===== src/rtl/led_blink_pkg.sv =====
// rtl/led_blink_pkg.sv - shared state type and default terminal counts for the LED blink controller
package led_blink_pkg;

    typedef enum logic [1:0] {
        ST_OFF   = 2'd0,
        ST_RUN   = 2'd1,
        ST_BURST = 2'd2
    } state_t;

    localparam int CNT_W_DEF = 27;
    localparam int TC0_DEF   = 12_499_999;
    localparam int TC1_DEF   = 24_999_999;
    localparam int TC2_DEF   = 49_999_999;
    localparam int TC3_DEF   = 99_999_999;

endpackage


===== src/rtl/led_blink_ctrl_if.sv =====
// rtl/led_blink_ctrl_if.sv - control/status bundle between switch logic and the LED blink controller
interface led_blink_ctrl_if;
    import led_blink_pkg::*;

    logic [1:0] switch;
    logic       enable;
    logic       burst_start;
    logic [3:0] burst_len;
    logic       led;
    logic       busy;
    logic       period_tick;
    logic [1:0] rate_q;

    modport master (
        output switch, enable, burst_start, burst_len,
        input  led, busy, period_tick, rate_q
    );

    modport slave (
        input  switch, enable, burst_start, burst_len,
        output led, busy, period_tick, rate_q
    );

endinterface


===== src/rtl/led_blink_ctrl_prescaler.sv =====
// rtl/led_blink_ctrl_prescaler.sv - half-period prescale counter with rate-selected terminal count
module blink_prescaler
    import led_blink_pkg::*;
#(
    parameter int             CNT_W = CNT_W_DEF,
    parameter logic [CNT_W-1:0] TC0 = CNT_W'(TC0_DEF),
    parameter logic [CNT_W-1:0] TC1 = CNT_W'(TC1_DEF),
    parameter logic [CNT_W-1:0] TC2 = CNT_W'(TC2_DEF),
    parameter logic [CNT_W-1:0] TC3 = CNT_W'(TC3_DEF)
) (
    input  logic       clk,
    input  logic       reset,
    input  logic       clear,
    input  logic [1:0] sel,
    output logic       tc_hit
);

    logic [CNT_W-1:0] cnt;
    logic [CNT_W-1:0] tc_sel;

    always_comb begin
        case (sel)
            2'd0:    tc_sel = TC0;
            2'd1:    tc_sel = TC1;
            2'd2:    tc_sel = TC2;
            default: tc_sel = TC3;
        endcase
    end

    // >= so that a count left above a smaller terminal count still wraps
    assign tc_hit = (cnt >= tc_sel);

    always_ff @(posedge clk or posedge reset) begin
        if (reset) begin
            cnt <= '0;
        end else if (clear || tc_hit) begin
            cnt <= '0;
        end else begin
            cnt <= cnt + CNT_W'(1);
        end
    end

endmodule


===== src/rtl/led_blink_ctrl.sv =====
// rtl/led_blink_ctrl.sv - OFF/RUN/BURST sequencer driving the LED from the shared prescaler
module led_blink_ctrl
    import led_blink_pkg::*;
#(
    parameter int             CNT_W = CNT_W_DEF,
    parameter logic [CNT_W-1:0] TC0 = CNT_W'(TC0_DEF),
    parameter logic [CNT_W-1:0] TC1 = CNT_W'(TC1_DEF),
    parameter logic [CNT_W-1:0] TC2 = CNT_W'(TC2_DEF),
    parameter logic [CNT_W-1:0] TC3 = CNT_W'(TC3_DEF)
) (
    input  logic             clk,
    input  logic             reset,
    led_blink_ctrl_if.slave  bus
);

    state_t     state, state_n;
    logic       led_q, led_n;
    logic       tick_q, tick_n;
    logic [1:0] rate_q, rate_n;
    logic [3:0] burst_cnt, burst_cnt_n;
    logic [3:0] len_q, len_n;
    logic       clear;
    logic       tc_hit;

    blink_prescaler #(
        .CNT_W (CNT_W),
        .TC0   (TC0),
        .TC1   (TC1),
        .TC2   (TC2),
        .TC3   (TC3)
    ) u_prescaler (
        .clk    (clk),
        .reset  (reset),
        .clear  (clear),
        .sel    (rate_q),
        .tc_hit (tc_hit)
    );

    always_ff @(posedge clk or posedge reset) begin
        if (reset) begin
            state     <= ST_OFF;
            led_q     <= 1'b0;
            tick_q    <= 1'b0;
            rate_q    <= 2'd0;
            burst_cnt <= 4'd0;
            len_q     <= 4'd0;
        end else begin
            state     <= state_n;
            led_q     <= led_n;
            tick_q    <= tick_n;
            rate_q    <= rate_n;
            burst_cnt <= burst_cnt_n;
            len_q     <= len_n;
        end
    end

    always_comb begin
        state_n     = state;
        led_n       = led_q;
        tick_n      = 1'b0;
        rate_n      = rate_q;
        burst_cnt_n = burst_cnt;
        len_n       = len_q;
        clear       = 1'b0;

        case (state)
            ST_OFF: begin
                clear = 1'b1;
                led_n = 1'b0;
                if (bus.burst_start) begin
                    state_n     = ST_BURST;
                    rate_n      = bus.switch;
                    burst_cnt_n = 4'd0;
                    len_n       = bus.burst_len;
                end else if (bus.enable) begin
                    state_n     = ST_RUN;
                    rate_n      = bus.switch;
                    burst_cnt_n = 4'd0;
                end
            end

            ST_RUN: begin
                if (!bus.enable) begin
                    state_n = ST_OFF;
                    led_n   = 1'b0;
                    clear   = 1'b1;
                end else if (tc_hit) begin
                    led_n  = ~led_q;
                    tick_n = 1'b1;
                    rate_n = bus.switch;
                end
            end

            ST_BURST: begin
                // Exit is evaluated the cycle after the final falling toggle, which
                // also gives a zero-length burst its single BURST cycle.
                if (burst_cnt == len_q) begin
                    state_n = ST_OFF;
                    led_n   = 1'b0;
                    clear   = 1'b1;
                end else if (tc_hit) begin
                    led_n  = ~led_q;
                    tick_n = 1'b1;
                    rate_n = bus.switch;
                    if (led_q) begin
                        burst_cnt_n = burst_cnt + 4'd1;
                    end
                end
            end

            default: begin
                state_n = ST_OFF;
                led_n   = 1'b0;
                clear   = 1'b1;
            end
        endcase
    end

    assign bus.led         = led_q;
    assign bus.busy        = (state == ST_BURST);
    assign bus.period_tick = tick_q;
    assign bus.rate_q      = rate_q;

endmodule


===== src/flat_wrapper.sv =====
// flat-port wrapper written by rule: the top's interface ports become plain ports
module led_blink_ctrl_flat import led_blink_pkg::*;
#(
    parameter int             CNT_W = CNT_W_DEF,
    parameter logic [CNT_W-1:0] TC0 = CNT_W'(TC0_DEF),
    parameter logic [CNT_W-1:0] TC1 = CNT_W'(TC1_DEF),
    parameter logic [CNT_W-1:0] TC2 = CNT_W'(TC2_DEF),
    parameter logic [CNT_W-1:0] TC3 = CNT_W'(TC3_DEF)
)
  (clk, reset, bus_switch, bus_enable, bus_burst_start, bus_burst_len, bus_led, bus_busy, bus_period_tick, bus_rate_q);
  led_blink_ctrl_if bus_i ();
  input  logic clk;
  input  logic reset;
  input wire logic [$bits(bus_i.switch)-1:0] bus_switch;
  input wire logic [$bits(bus_i.enable)-1:0] bus_enable;
  input wire logic [$bits(bus_i.burst_start)-1:0] bus_burst_start;
  input wire logic [$bits(bus_i.burst_len)-1:0] bus_burst_len;
  output wire logic [$bits(bus_i.led)-1:0] bus_led;
  output wire logic [$bits(bus_i.busy)-1:0] bus_busy;
  output wire logic [$bits(bus_i.period_tick)-1:0] bus_period_tick;
  output wire logic [$bits(bus_i.rate_q)-1:0] bus_rate_q;
  assign bus_i.switch = bus_switch;
  assign bus_i.enable = bus_enable;
  assign bus_i.burst_start = bus_burst_start;
  assign bus_i.burst_len = bus_burst_len;
  assign bus_led = bus_i.led;
  assign bus_busy = bus_i.busy;
  assign bus_period_tick = bus_i.period_tick;
  assign bus_rate_q = bus_i.rate_q;
  led_blink_ctrl #(.CNT_W(CNT_W), .TC0(TC0), .TC1(TC1), .TC2(TC2), .TC3(TC3)) u_core (.clk(clk), .reset(reset), .bus(bus_i));
endmodule

===== config.mk =====
export PLATFORM = sky130hd
export DESIGN_NAME = led_blink_ctrl_flat
export DESIGN_NICKNAME = d
export VERILOG_FILES = /design/src/rtl/led_blink_pkg.sv /design/src/rtl/led_blink_ctrl_if.sv /design/src/rtl/led_blink_ctrl_prescaler.sv /design/src/rtl/led_blink_ctrl.sv /design/src/flat_wrapper.sv
export SDC_FILE = /design/constraint.sdc
export NUM_CORES = 1
export LEC_CHECK = 0
export CAP_MARGIN = 25
export CORE_MARGIN = 2
export CORE_UTILIZATION = 55
export DETAILED_ROUTE_END_ITERATION = 16
export PLACE_DENSITY_LB_ADDON = 0.25
export REMOVE_ABC_BUFFERS = 1
export SETUP_SLACK_MARGIN = 0.05
export SLEW_MARGIN = 30
export SYNTH_ARGS = -nofsm -noshare
export SYNTH_HDL_FRONTEND = slang
export SYNTH_SLANG_ARGS = --single-unit

===== constraint.sdc =====
create_clock -name clk -period 3.6 [get_ports clk]
set_input_delay 0.36 -clock clk [delete_from_list [all_inputs] [get_ports clk]]
set_output_delay 0.36 -clock clk [all_outputs]
set_load 0.05 [all_outputs]

==> results.md <==
* Status: finished, final reports clean
* Synthesis Warnings at 0
* Syn Inst Count at 260
* CP Launch Type: flop
* Critical path fanouts, max at 11
* Mapped Area at roughly 2500 µm²
* Sequential element share of the synthesized area at 0.408
* Util after Layout at 0.628
* Final WS setup at 338 ps
* Setup TNS Final at 0 ps
* Full die area at about 5000 µm²
* Reg2reg setup slack at approximately 340 ps
* Yosys top cell area share at 0.408
* Metal2 WL at about 2000 µm
* Placed Area at between 2000 and 3000 µm²
* DR WL/cell at between 10 and 15 µm
* CTS tree: yes
* Remaining DRCs at 0
* DRT Pass-1 Iters at 4
* Most common cell after layout, fill and taps aside: dfrtp_1
* Area Overhead vs Synth at 9.61%
* Iter 0 DRT Violations at 133
* Max_cap viols at 0
* Largest net degree at the start of global routing at between 40 and 50
* CTS Buffer Depth at 2
* Met3 WL at between 100 and 150 µm
* Vert. Die Dim at about 70 µm
* PortBufs at 14
* Crit Reg-Reg Startpoint: u_core.bus.rate_q[0]
* Synth Register Bits at 41
* Worst setup startpoint: u_core.bus.rate_q[0]
* Synth top area cells: dfrtp_1 41%, ha_1 9.5%, xnor2_1 5.9%
* Share of post-route cells with drive strength above 1 at 0.0691
* Fin nets at ~310
* WS Path Type: reg2reg
* Dpl ws at between 300 and 400 ps
* Initial antenna violation count at 0
* Worst slew pin tran at 497 ps
* Total track usage at 0.198
* Fin. Hold Viols at 0
* Max H-tree Level at 2
* Area of the multi-input gates at about 1400 µm²
* Setup Buffers After CTS at 0
* CP arrival at between 3000 and 4000 ps
* First-pass GRT wire length at between 7000 and 8000 µm
* Vias in the first global route at roughly 1800
* DRT Wirelength at around 4500 µm
* Final Setup Violations at 0
* DR top layer: met4
* Hold-fix buffers, CTS at 0
* Met1 Routed Length at around 2200 µm
* Power Dens Cells at ~530 nW/µm²
* Peak VDD IR at approximately 0.45 mV
* Worst relative slew slack at 0.669
* Starting Density at 0.573
* Post-synth cell types at 47
* # rows at 24
* Final HPWL DP at ~3400 µm
* Ant. Diodes at 0
* Ys flop type: dfrtp_1
* Tightest Hold Check Type: in2async
* FILL cells at 381
* Drt via density at roughly 5.7
* Root buf cell: clkbuf_8
* Slew Limit Fails at 0
* DR vias at about 1800
* Reg clk slew, reported paths at about 80 ps
* Fmax achieved at approximately 300 MHz
* I/O Pins at 15
* Gates resized, CTS repair at 0
* Placeable Area at around 4400 µm²
* Register Area at ~1000 µm²
* Clk Latency, worst-skew pair at between 200 and 300 ps
* TritonCTS Buffers at 5
* Post-route ant nets at 0
* Global route overflow at 0
* Die width at between 70 and 80 µm
* Critical path endpoint category: flop
* Post-synth EDFFs at 0
* Pleak at between 1 and 1.5 nW
* Syn avg cell area at between 9 and 10 µm²
* Most frequent cells in the layout: 41 x dfrtp_1, 37 x nor2_1, 19 x ha_1, 17 x nand2_1, 17 x xnor2_1
* Clk sinks at between 40 and 50
* Worst hold margin at ~500 ps
* Final Skew at 8.34 ps
* Cell taking the most area after synthesis: dfrtp_1
* WP data required at around 3800 ps
* Asr flop ratio synth at 1.00
* Gpl congestion at between 0.9 and 1
* RSZ-0062 raised after global routing: false
* Design Area, Final at roughly 2800 µm²
* Shortest period the worst path allows at around 3300 ps
* Tcrit/Tclk final at 0.906
cell usage after synthesis, drive strengths merged (2+ instances only):
| cell type | instances |
|---|---|
| nand3 | 16 |
| nor4 | 4 |
| nand2 | 17 |
| nor3 | 3 |
| nor2 | 38 |
| buf | 6 |
| o21ai | 4 |
| xor2 | 16 |
| a21oi | 9 |
| a22o | 2 |
| o31ai | 2 |
| and2 | 4 |
| ha | 19 |
| nand2b | 2 |
| and3 | 6 |
| mux2 | 7 |
| dfrtp | 41 |
| a311o | 2 |
| inv | 15 |
| nand4 | 5 |
| a21o | 2 |
| xnor2 | 17 |
| o211ai | 3 |
critical path, stage by stage, from the launching register on:
cell and delay [ps]:
dfrtp_1 590, nand2_1 240, ha_1 330, nand3b_1 90
nor4_1 280, o2111ai_1 230, a2111oi_4 490, nor2_2 100
a2111o_1 480, mux2_1 320
layout make-up:
cell class,instances,share of cell area
clock inverter,1,0.00182
timing repair buffer,16,0.0563
clock buffer,5,0.0250
multi-input combinational,197,0.500
tap,52,0.0236
sequential,41,0.373
inverter,15,0.0204
metrics by stage:
| stage | total power, mW | cells |
|---|---|---|
| after floorplan | 1.02 | 253 |
| after global placement | 1.19 | 321 |
| after detailed placement | 1.20 | 321 |
| after CTS | 1.48 | 327 |
| after global routing | 1.58 | 327 |
| final | 1.46 | 327 |
where the power goes:
group	switching, mW	internal, mW	total [mW]
registers	0.0779	0.517	0.595
logic	0.364	0.228	0.592
clock network	0.149	0.128	0.277
total	0.592	0.872	1.46
kinds of logic (layout without fill, tap and decap cells):
group | count (synthesis) | in the layout | synth area share
simple gates | 101 | 101 | 0.193
flops | 41 | 41 | 0.408
buf+inv | 22 | 37 | 0.0433
xor+xnor | 33 | 33 | 0.115
fa+ha+maj | 20 | 20 | 0.0991
mux | 7 | 7 | 0.0314
compound gates | 36 | 36 | 0.110
metal layers:
layer / up-vias / track usage
met3: 8 / 0.0436
met5: - / 0
li1: 934 / -
met2: 23 / 0.329
met4: 0 / 0.0650
met1: 884 / 0.257
path summary, 6_finish.rpt:
| path | to | cells after the start |
|---|---|---|
| hold / removal | u_core.u_prescaler.cnt[2] | 3 |
| max in group asynchronous | u_core.burst_cnt[2] | 3 |
| hold reg to reg | u_core.len_q[3] | 1 |
| setup reg to reg | u_core.bus.rate_q[0] | 9 |
| setup / recovery | u_core.bus.rate_q[0] | 9 |
| min in group clk | u_core.len_q[3] | 1 |
registers in the layout, indices dropped and copies added (netlist names):
| name | flops |
|---|---|
| u_core.u_prescaler.cnt | 27 |
| u_core.burst_cnt | 4 |
| u_core.len_q | 4 |
| u_core.bus.rate_q | 2 |
| u_core.state | 2 |
| u_core.bus.led | 1 |
| u_core.bus.period_tick | 1 |
Power figures use the tool's default switching activity.
==> variant: new RTL, config.mk and constraints unchanged <==
The package constant `CNT_W_DEF` goes from 27 to 23.
--- a/src/rtl/led_blink_pkg.sv
+++ b/src/rtl/led_blink_pkg.sv
@@ -7,7 +7,7 @@
         ST_BURST = 2'd2
     } state_t;
 
-    localparam int CNT_W_DEF = 27;
+    localparam int CNT_W_DEF = 23;
     localparam int TC0_DEF   = 12_499_999;
     localparam int TC1_DEF   = 24_999_999;
     localparam int TC2_DEF   = 49_999_999;
Check against the original RTL: no difference found for any inputs over 10 cycles, from zero or initial values and one cycle with reset high; that may be too few to reach the edited logic, so the function may still have changed.
==> variant against the original RTL <==
- sequential cell count is 4 lower
- routed wire length shrank 3.9%
- power is 3.0% higher
- largest cell class unchanged
- critical path type unchanged
- sequential share of layout area is 0.95 points lower
- final area shrank 7.4%
- non-clock buffer count is 1 higher
- critical endpoint unchanged
- critical path depth up 2
- synthesized area shrank 11%
- clock power is 34% higher
- setup slack gained 0.38 ns
==> variant: results <==
[place]
gp_congestion = 0.9037
hpwl_mm = 3.282
place.detailed.instances = 294
place_area_um2 = 2434

[cells_and_area]
largestRegisters = u_core.u_prescaler.cnt (23), u_core.burst_cnt (4), u_core.len_q (4)
multi_input_logic_area_um2 = 1222
layout-drive-gt1-share = 0.08333
filler_cell_count = 318
fin_nets = 278

[clock_network]
clock_tree.buffer_depth = 2

[synthesis]
synthTopCellsByArea = dfrtp_1, ha_1, nor2_1, xnor2_1, xor2_1
ys_dominant_reg_cell = dfrtp_1
synth_cell_types = 40
yosys.area_share.adder = 0.09955
synth_top_cells_by_count = nor2_1, dfrtp_1, nand2_1, ha_1
postSynthAreaPerCell_um2 = 9.643
synth_compound_area_frac = 0.1085
muxShareOfSynthArea = 0.03020
seq_area_frac_synth = 0.4139

[power]
static-leakage-power_nw = 1.129
peakVddDrop_mv = 0.4650

[detailed_routing]
post_route_met1_wirelength_mm = 2.247
dr.first_iter.drc_count = 72
dr_total_vias = 1646
avgRoutedWirePerCell_um = 14.18
wl_met2_mm = 1.829
post_drt_via_cell_ratio = 5.450

[grt]
gr-usage-met1 = 0.3101
grt_pass1_wl_mm = 7.534
grt_pass1_vias = 1657
grt_use_met2 = 0.3358
grt_use_met3 = 0.04667
grt_max_degree = 38

[timing]
tightest_slew_ns = 0.5439
fin_worst_skew_ns = 0.006605

[status]
status = complete, no violations

[setup_path]
timing.critical_path.slowest_cell_delay_ns = 0.51
cp.arrival_ns = 3.05
==> variant: cell types whose count changed after synthesis, moves of 3 or more <==
cell / change
xor2_1: -6
o211ai_1: -3
dfrtp_1: -4
a21oi_1: -4
nor4_1: -4
nand2_1: +3
a221o_1: +3
==> variant: path summary, 6_finish.rpt <==
check / from / to / cells past startpoint
min in group clk: u_core.len_q[3]$_DFFE_PP0P_ / u_core.len_q[3]$_DFFE_PP0P_ / 1
worst max-delay path: u_core.bus.rate_q[0]$_DFFE_PP0P_ / u_core.bus.rate_q[0]$_DFFE_PP0P_ / 11
worst min register to register: u_core.len_q[3]$_DFFE_PP0P_ / u_core.len_q[3]$_DFFE_PP0P_ / 1
worst max register to register: u_core.bus.rate_q[0]$_DFFE_PP0P_ / u_core.bus.rate_q[0]$_DFFE_PP0P_ / 11
max in group asynchronous: reset / u_core.u_prescaler.cnt[21]$_DFF_PP0_ / 3
worst min-delay path: reset / u_core.bus.rate_q[0]$_DFFE_PP0P_ / 3
==> variant: layout make-up <==
cell class / count / share of cell area
clock buffers: 7 / 0.03386
clock inverters: 1 / 0.01178
inverters: 16 / 0.02355
multi-input cells: 174 / 0.4794
flip-flops and latches: 37 / 0.3631
well taps: 50 / 0.02453
repair buffers: 17 / 0.06379
==> variant: kinds of logic (layout without fill, tap and decap cells) <==
family / count (synthesis) / in the layout
simple gates: 99 / 99
xor+xnor: 26 / 26
compound gates: 25 / 25
fa+ha+maj: 18 / 18
mux: 6 / 6
flops: 37 / 37
buf+inv: 21 / 41
==> variant: report_power, final <==
| part | switching [mW] | internal, mW | total (mW) |
|---|---|---|---|
| Combinational | 0.356 | 0.240 | 0.596 |
| Clock | 0.144 | 0.226 | 0.370 |
| Sequential | 0.0697 | 0.472 | 0.542 |
